### src/rtl/controlador_fifo_memoria.sv
// FIFO controller that turns the 16x2 single-port memory into a 16-entry queue.
// A single address port is shared by flush sweep, pop and push, in that priority order.
module controlador_fifo_memoria #(
    parameter int ANCHO = 2,
    parameter int DIR   = 4,
    parameter int PROF  = 16
) (
    input  logic             clk,
    input  logic             rst,
    input  logic             push_valid,
    input  logic [ANCHO-1:0] push_data,
    output logic             push_ready,
    input  logic             pop_req,
    output logic [ANCHO-1:0] pop_data,
    output logic             pop_valid,
    input  logic             flush,
    output logic             busy,
    output logic             full,
    output logic             empty,
    output logic [DIR:0]     count,
    output logic             mem_wre,
    output logic [DIR-1:0]   mem_addr,
    output logic [ANCHO-1:0] mem_din,
    input  logic [ANCHO-1:0] mem_dout
);

    localparam logic [0:0] IDLE  = 1'b0;
    localparam logic [0:0] FLUSH = 1'b1;

    localparam logic [DIR:0]   PROF_C = (DIR+1)'(PROF);
    localparam logic [DIR-1:0] ULTIMA = DIR'(PROF - 1);

    logic [0:0]     state;
    logic [DIR-1:0] wr_ptr;
    logic [DIR-1:0] rd_ptr;
    logic [DIR-1:0] flush_cnt;
    logic           take_flush;
    logic           take_pop;
    logic           take_push;

    assign busy  = (state == FLUSH);
    assign full  = (count == PROF_C);
    assign empty = (count == '0);

    always_comb begin
        take_flush = (state == IDLE) && flush;
        take_pop   = (state == IDLE) && !flush && pop_req && !empty;
        push_ready = (state == IDLE) && !flush && !full && !take_pop;
        take_push  = push_valid && push_ready;

        // Idle default points at the read pointer so mem_dout is ready for a pop.
        mem_wre  = 1'b0;
        mem_addr = rd_ptr;
        mem_din  = '0;
        if (state == FLUSH) begin
            mem_wre  = 1'b1;
            mem_addr = flush_cnt;
        end else if (take_push) begin
            mem_wre  = 1'b1;
            mem_addr = wr_ptr;
            mem_din  = push_data;
        end
    end

    always_ff @(posedge clk) begin
        if (rst) begin
            state     <= IDLE;
            wr_ptr    <= '0;
            rd_ptr    <= '0;
            flush_cnt <= '0;
            count     <= '0;
            pop_data  <= '0;
            pop_valid <= 1'b0;
        end else begin
            pop_valid <= 1'b0;
            if (state == FLUSH) begin
                flush_cnt <= flush_cnt + 1'b1;
                if (flush_cnt == ULTIMA)
                    state <= IDLE;
            end else if (take_flush) begin
                state     <= FLUSH;
                flush_cnt <= '0;
                wr_ptr    <= '0;
                rd_ptr    <= '0;
                count     <= '0;
            end else if (take_pop) begin
                pop_data  <= mem_dout;
                pop_valid <= 1'b1;
                rd_ptr    <= rd_ptr + 1'b1;
                count     <= count - 1'b1;
            end else if (take_push) begin
                wr_ptr <= wr_ptr + 1'b1;
                count  <= count + 1'b1;
            end
        end
    end

endmodule

### config.mk
export PLATFORM = sky130hd
export DESIGN_NAME = controlador_fifo_memoria
export DESIGN_NICKNAME = d
export VERILOG_FILES = /design/src/rtl/controlador_fifo_memoria.sv
export SDC_FILE = /design/constraint.sdc
export NUM_CORES = 1
export LEC_CHECK = 0
export CAP_MARGIN = 20
export CORE_MARGIN = 1
export CORE_UTILIZATION = 45
export CTS_BUF_LIST = sky130_fd_sc_hd__clkbuf_2
export CTS_CLUSTER_DIAMETER = 30
export DETAILED_ROUTE_END_ITERATION = 10
export PLACE_DENSITY = 0.72
export SYNTH_ARGS = -nofsm -noshare
export SYNTH_HDL_FRONTEND = slang
export SYNTH_SLANG_ARGS = --single-unit
### constraint.sdc
create_clock -name clk -period 2.4 [get_ports clk]
set_input_delay 0.6 -clock clk [delete_from_list [all_inputs] [get_ports clk]]
set_output_delay 0.6 -clock clk [all_outputs]
set_load 0.01 [all_outputs]
# --- Word-level counts from Yosys, hierarchy flattened ---
# Cells that the tools add are included.
# Widths: inputs -> output; s select.
totals:
  in_bits: 9
  wordCells: 58
  ff_bits: 21
op_classes:
  n_bitwise: 2
  n_eq_ne: 3
  mux: 20
  n_reduce_logical: 21
  add_sub_neg: 5
ops:
  columns: ["op", "n"]
  rows:
  - ["$mux 4", 9]
  - ["$mux 5", 3]
  - ["$add 4x1->4 const B", 3]
  - ["$logic_and 1x1->1", 7]
  - ["$mux 1", 6]
  - ["$reduce_and 3->1", 2]
  - ["$reduce_bool 2->1", 3]
  - ["$add 5x1->5 const B", 1]
  - ["$eq 5x5->1 const B", 1]
  - ["$logic_not 5->1", 1]
  - ["$sub 5x1->5 const B", 1]
  - ["$eq 4x4->1 const B", 1]
  - ["$logic_not 1->1", 4]
  - ["$mux 2", 2]
  - ["$reduce_and 2->1", 2]
  - ["$reduce_bool 3->1", 1]
  - ["$reduce_or 3->1", 1]
  - ["$ne 2x2->1 const B", 1]
  - ["$not 1->1", 2]

# --- Depth between registers and ports, before layout ---
logic_depth:
  depth_word: 10
  ltp_mapped: 10
  mapped_depth_nobuf: 10

# --- Worst setup path after synthesis ---
# Ideal clock, no wire load.
synth_path:
  kind: "input to register"
  from: "in flush"
  to: "reg count[3]"
  n_path_buf: 0
  slack_ns: -0.119
  t_arrival_ns: 2.404
  path_stages: 9
  cell_sequence: "or3b_2 -> or2_2 -> inv_2 -> ha_1 -> a21o_1 -> a21oi_1 -> xor2_1 -> o22ai_1 -> o21a_1"
synth_via:
  elab_chain_len: 9
  elab_cells_between_ends: 13
  classes_between: "mux: 2; reduce/logical: 11"
synth_lines:
  columns: ["item", "line", "text"]
  rows:
  - ["start: declaration", "16", "input logic flush,"]
  - ["$logic_not 1->1 *", "47", "take_pop = (state == IDLE) && !flush && pop_req && !empty;"]
  - ["$logic_and 1x1->1 * (3 in series)", "47", null]
  - ["named net take_pop", "38", "logic take_pop;"]
  - ["$logic_not 1->1", "48", "push_ready = (state == IDLE) && !flush && !full && !take_pop;"]
  - ["$logic_and 1x1->1", "48", null]
  - ["$logic_and 1x1->1", "49", "take_push = push_valid && push_ready;"]
  - ["$reduce_bool 3->1 (no line)", null, null]
  - ["$reduce_and 2->1 (no line)", null, null]
  - ["end signal: assignment", "90", "count <= count - 1'b1;"]
  - ["end signal: assignment", "93", "count <= count + 1'b1;"]
  - ["end: declaration", "20", "output logic [DIR:0] count,"]
# Mark *: on every way through the listed nets, which the timed path passes. The rest lies on a longest branch.
# A chain may end at the register's enable or synchronous reset.

# --- Worst setup path in the final report ---
layout_path:
  from: "reg count[1]"
  to: "out mem_addr[2]"
layout_via:
  elab_chain_len: 8
  elab_cells_between_ends: 11
  classes_between: "eq/ne: 1; mux: 2; reduce/logical: 8"
layout_lines:
  columns: ["item", "line", "text"]
  rows:
  - ["$logic_not 5->1", "43", "assign empty = (count == '0);"]
  - ["$logic_not 1->1", "47", null]
  - ["$logic_and 1x1->1", "47", null]
  - ["$logic_not 1->1", "48", null]
  - ["$logic_and 1x1->1 *", "48", null]
  - ["$logic_and 1x1->1 *", "49", null]
  - ["$mux 4 *", "58", "end else if (take_push) begin"]
  - ["$mux 4 *", "55", "if (state == FLUSH) begin"]
  - ["end: declaration", "22", "output logic [DIR-1:0] mem_addr,"]
# Mark *: on every way between the ends. The rest lies on a longest branch, timed or not.

==> impl_metrics.toml <==
[status]
status = "complete, but fails checks"
violations = "setup timing"

[synth]
syn_nets = 152
async_flop_share = 0
synth_edf_count = 0
yosysSeqAreaShare = 0.359
netlist_instances = 136
synth.cell_area_mm2 = 0.00117
ys_types = 41
synth_seq_cells = 21
syn_area_per_cell_um2 = 8.61
ys.warnings.count = 0
synthFlopType = "dfxtp_1"

[cts]
clock_path_buffers = 2
clock_latency_ps = 330
cts_hold_buf = 0
clock_sinks = 21
clk_pin_slew_ps = 210
numCtsBuffers = 3
cts_tree = "done"
root_buffer = "clkbuf_2"
h-tree-depth = 1

[critical_path]
worst_ep_required_time_ps = 1800
endpoint_kind = "output pin"
start_kind = "register"
crit-reg2reg-launch = "count[0]"
cp_cell_sequence = "o41a_1, a211oi_4, and2_4, nor2_4, a221o_1, buf_2"
reg2reg_setup_slack_ps = 120
crit_family = "compound AO/OA/AOI/OAI gates"
critical_path_class = "reg2out"
path_max_fanout = 6
crit_buf_inv = 1
max_stage_delay_ps = 440
arrival_ps = 2030
r2r-end = "count[3]"
ff2ff_path_depth = 11
cp_slowest_cell = "o41a_1"

[grt]
track_usage = 0.261
grt_pass1_vias = 1137
antenna_found_initial = 0
overflow = 0
grt_pass1_wl_um = 5200
grt_max_degree = 14

[timing]
fin_crit_sh = 1.10
finalMaxSlewViolations = 0
max-slew-margin-rel = 0.750
worst_pin_slew_ps = 372
fin_skew_ps = 10.3
hold_ws_ps = 514
period_minus_slack_ps = 2630
hold_violations = 0
max_freq_mhz = 380
layout_setup_ws_ps = -232
tns_ps = -880
setup_viol = 5
rsz0062_at_grt = "true"

[final_layout]
nNetsFinal = 210
drive_gt1_frac = 0.337
final_common_cell = "buf_4"
postLayoutCoreUtil = 0.715
areaGrowthSynthToFinish_pct = 51.2
insertedDiodeCount = 0
mostFrequentLayoutCells = "29 x buf_4, 17 x dfxtp_1, 14 x nor2_1, 14 x clkdlybuf4s50_1, 8 x a21oi_1"
layout.cells.non_filler = 223

[floorplanning]
die_h_um = 53.0
io_pins = 28
die_w_um = 53.0
num_rows = 18
core_mm2 = 0.00248
die_area_mm2 = 0.00281
start_util = 0.473

[detailed_routing]
drcViolationCount = 0
wl_per_cell_um = 14.8
drt-initial-drc-count = 16
vias = 1215
drt_pass1_iterations = 4
ant_nets = 0
vias_per_cell = 5.45
postRouteWirelength_um = 3290

[power_and_ir_drop]
ir_drop_mv = 0.364
power_density_mw_per_mm2 = 523
power.leakage_nw = 0.800

[worst_hold_path]
min_path_type = "reg2reg"
worstHoldPathCells = 2
min_to = "flush_cnt[0]"
hold_path_startpoint = "flush_cnt[0]"

[placed_design]
io_buffers = 27
place_ws_ps = -706
dp.cells = 217
hpwl_um = 2450
place.gp.congestion = 0.888

[job]
cap_violations = 0
[layer usage]
layer / GRT usage / vias up / part of all wire / wire [um]
met5: 0 / - / 0 / 0
met4: 0.118 / 0 / 0.023 / 77
met3: 0.0460 / 9 / 0.041 / 136
met2: 0.462 / 31 / 0.52 / 1710
met1: 0.300 / 569 / 0.41 / 1370
li1: - / 606 / - / -
[power by group]
part,switching [W],internal (W)
combinational,0.000176,0.000209
sequential,0.0000180,0.000371
clock,0.000113,0.0000378
total,0.000308,0.000618
[worst max path at each step]
stage | start | end | slack (ps) | depth (start not counted)
floorplan | flush | count[3] | -10 | 9
global placement | pop_req | mem_addr[2] | -670 | 7
detailed placement | pop_req | mem_addr[2] | -710 | 7
CTS | count[3] | mem_addr[2] | -230 | 6
global route | count[1] | mem_addr[2] | -320 | 6
finish | count[1] | mem_addr[2] | -230 | 6
[synthesized netlist by cell type, types with 2 or more instances]
library cell | number | area, um2
dfxtp_1 | 21 | 420
nor2_1 | 15 | 56.3
a21oi_1 | 10 | 50.1
inv_1 | 8 | 30.0
nand2_1 | 7 | 26.3
ha_1 | 6 | 75.1
xor2_1 | 6 | 52.6
a21o_1 | 5 | 37.5
o21ai_0 | 5 | 25.0
and2_1 | 4 | 25.0
clkbuf_1 | 4 | 15.0
a311oi_1 | 3 | 26.3
and3_1 | 3 | 18.8
mux2i_1 | 3 | 30.0
nand3_1 | 3 | 15.0
a22o_1 | 2 | 17.5
a31oi_1 | 2 | 12.5
nand2b_1 | 2 | 12.5
nand4_1 | 2 | 12.5
nor3_1 | 2 | 10.0
o21a_1 | 2 | 15.0
o22ai_1 | 2 | 12.5
[flip-flops by register name (all words and copies together) (netlist names)]
register and count:
pop_valid 1, busy 1, pop_data 2, flush_cnt 4, count 5, wr_ptr 4, rd_ptr 4
[through the flow]
step,power (W),area [um2]
6_report,0.000926,1770
5_1_grt,0.000977,1770
4_1_cts,0.000916,1720
3_5_place_dp,0.000752,1690
3_3_place_gp,0.000745,1690
2_1_floorplan,0.000560,1190
[tightest hold or removal path, stage by stage (launching register included)]
cell	delay (ps)
dfxtp_1	380
nand2_1	60
a21oi_1	60
[what timing repair did]
item,CTS,global route
setup endpoints to repair,13,12
pin swaps,5,8
resized for setup,50,18
gates cloned,0,0
setup buffers,3,3
[kinds of logic (layout without fill, tap and decap cells)]
kind of cell             after synthesis  after routing  synth area share
AND/OR/NAND/NOR                       46             46             0.205
AO/OA/AOI/OAI                         38             38             0.232
flip-flops                            21             21             0.359
buffers and inverters                 14             71            0.0449
adder cells (fa/ha/maj)                7              7            0.0812
XOR/XNOR                               7              7            0.0524
multiplexers                           3              3            0.0256
[area by class of cell]
type / count / area, um2
multi-input cells: 101 / 769
fillers: 205 / 707
repair buffers: 58 / 479
flip-flops and latches: 21 / 425
inverters: 9 / 38.8
well taps: 30 / 37.5
clock buffers: 3 / 15.0
clock inverters: 1 / 5.00
No activity file was read; power rests on OpenSTA's default activity.
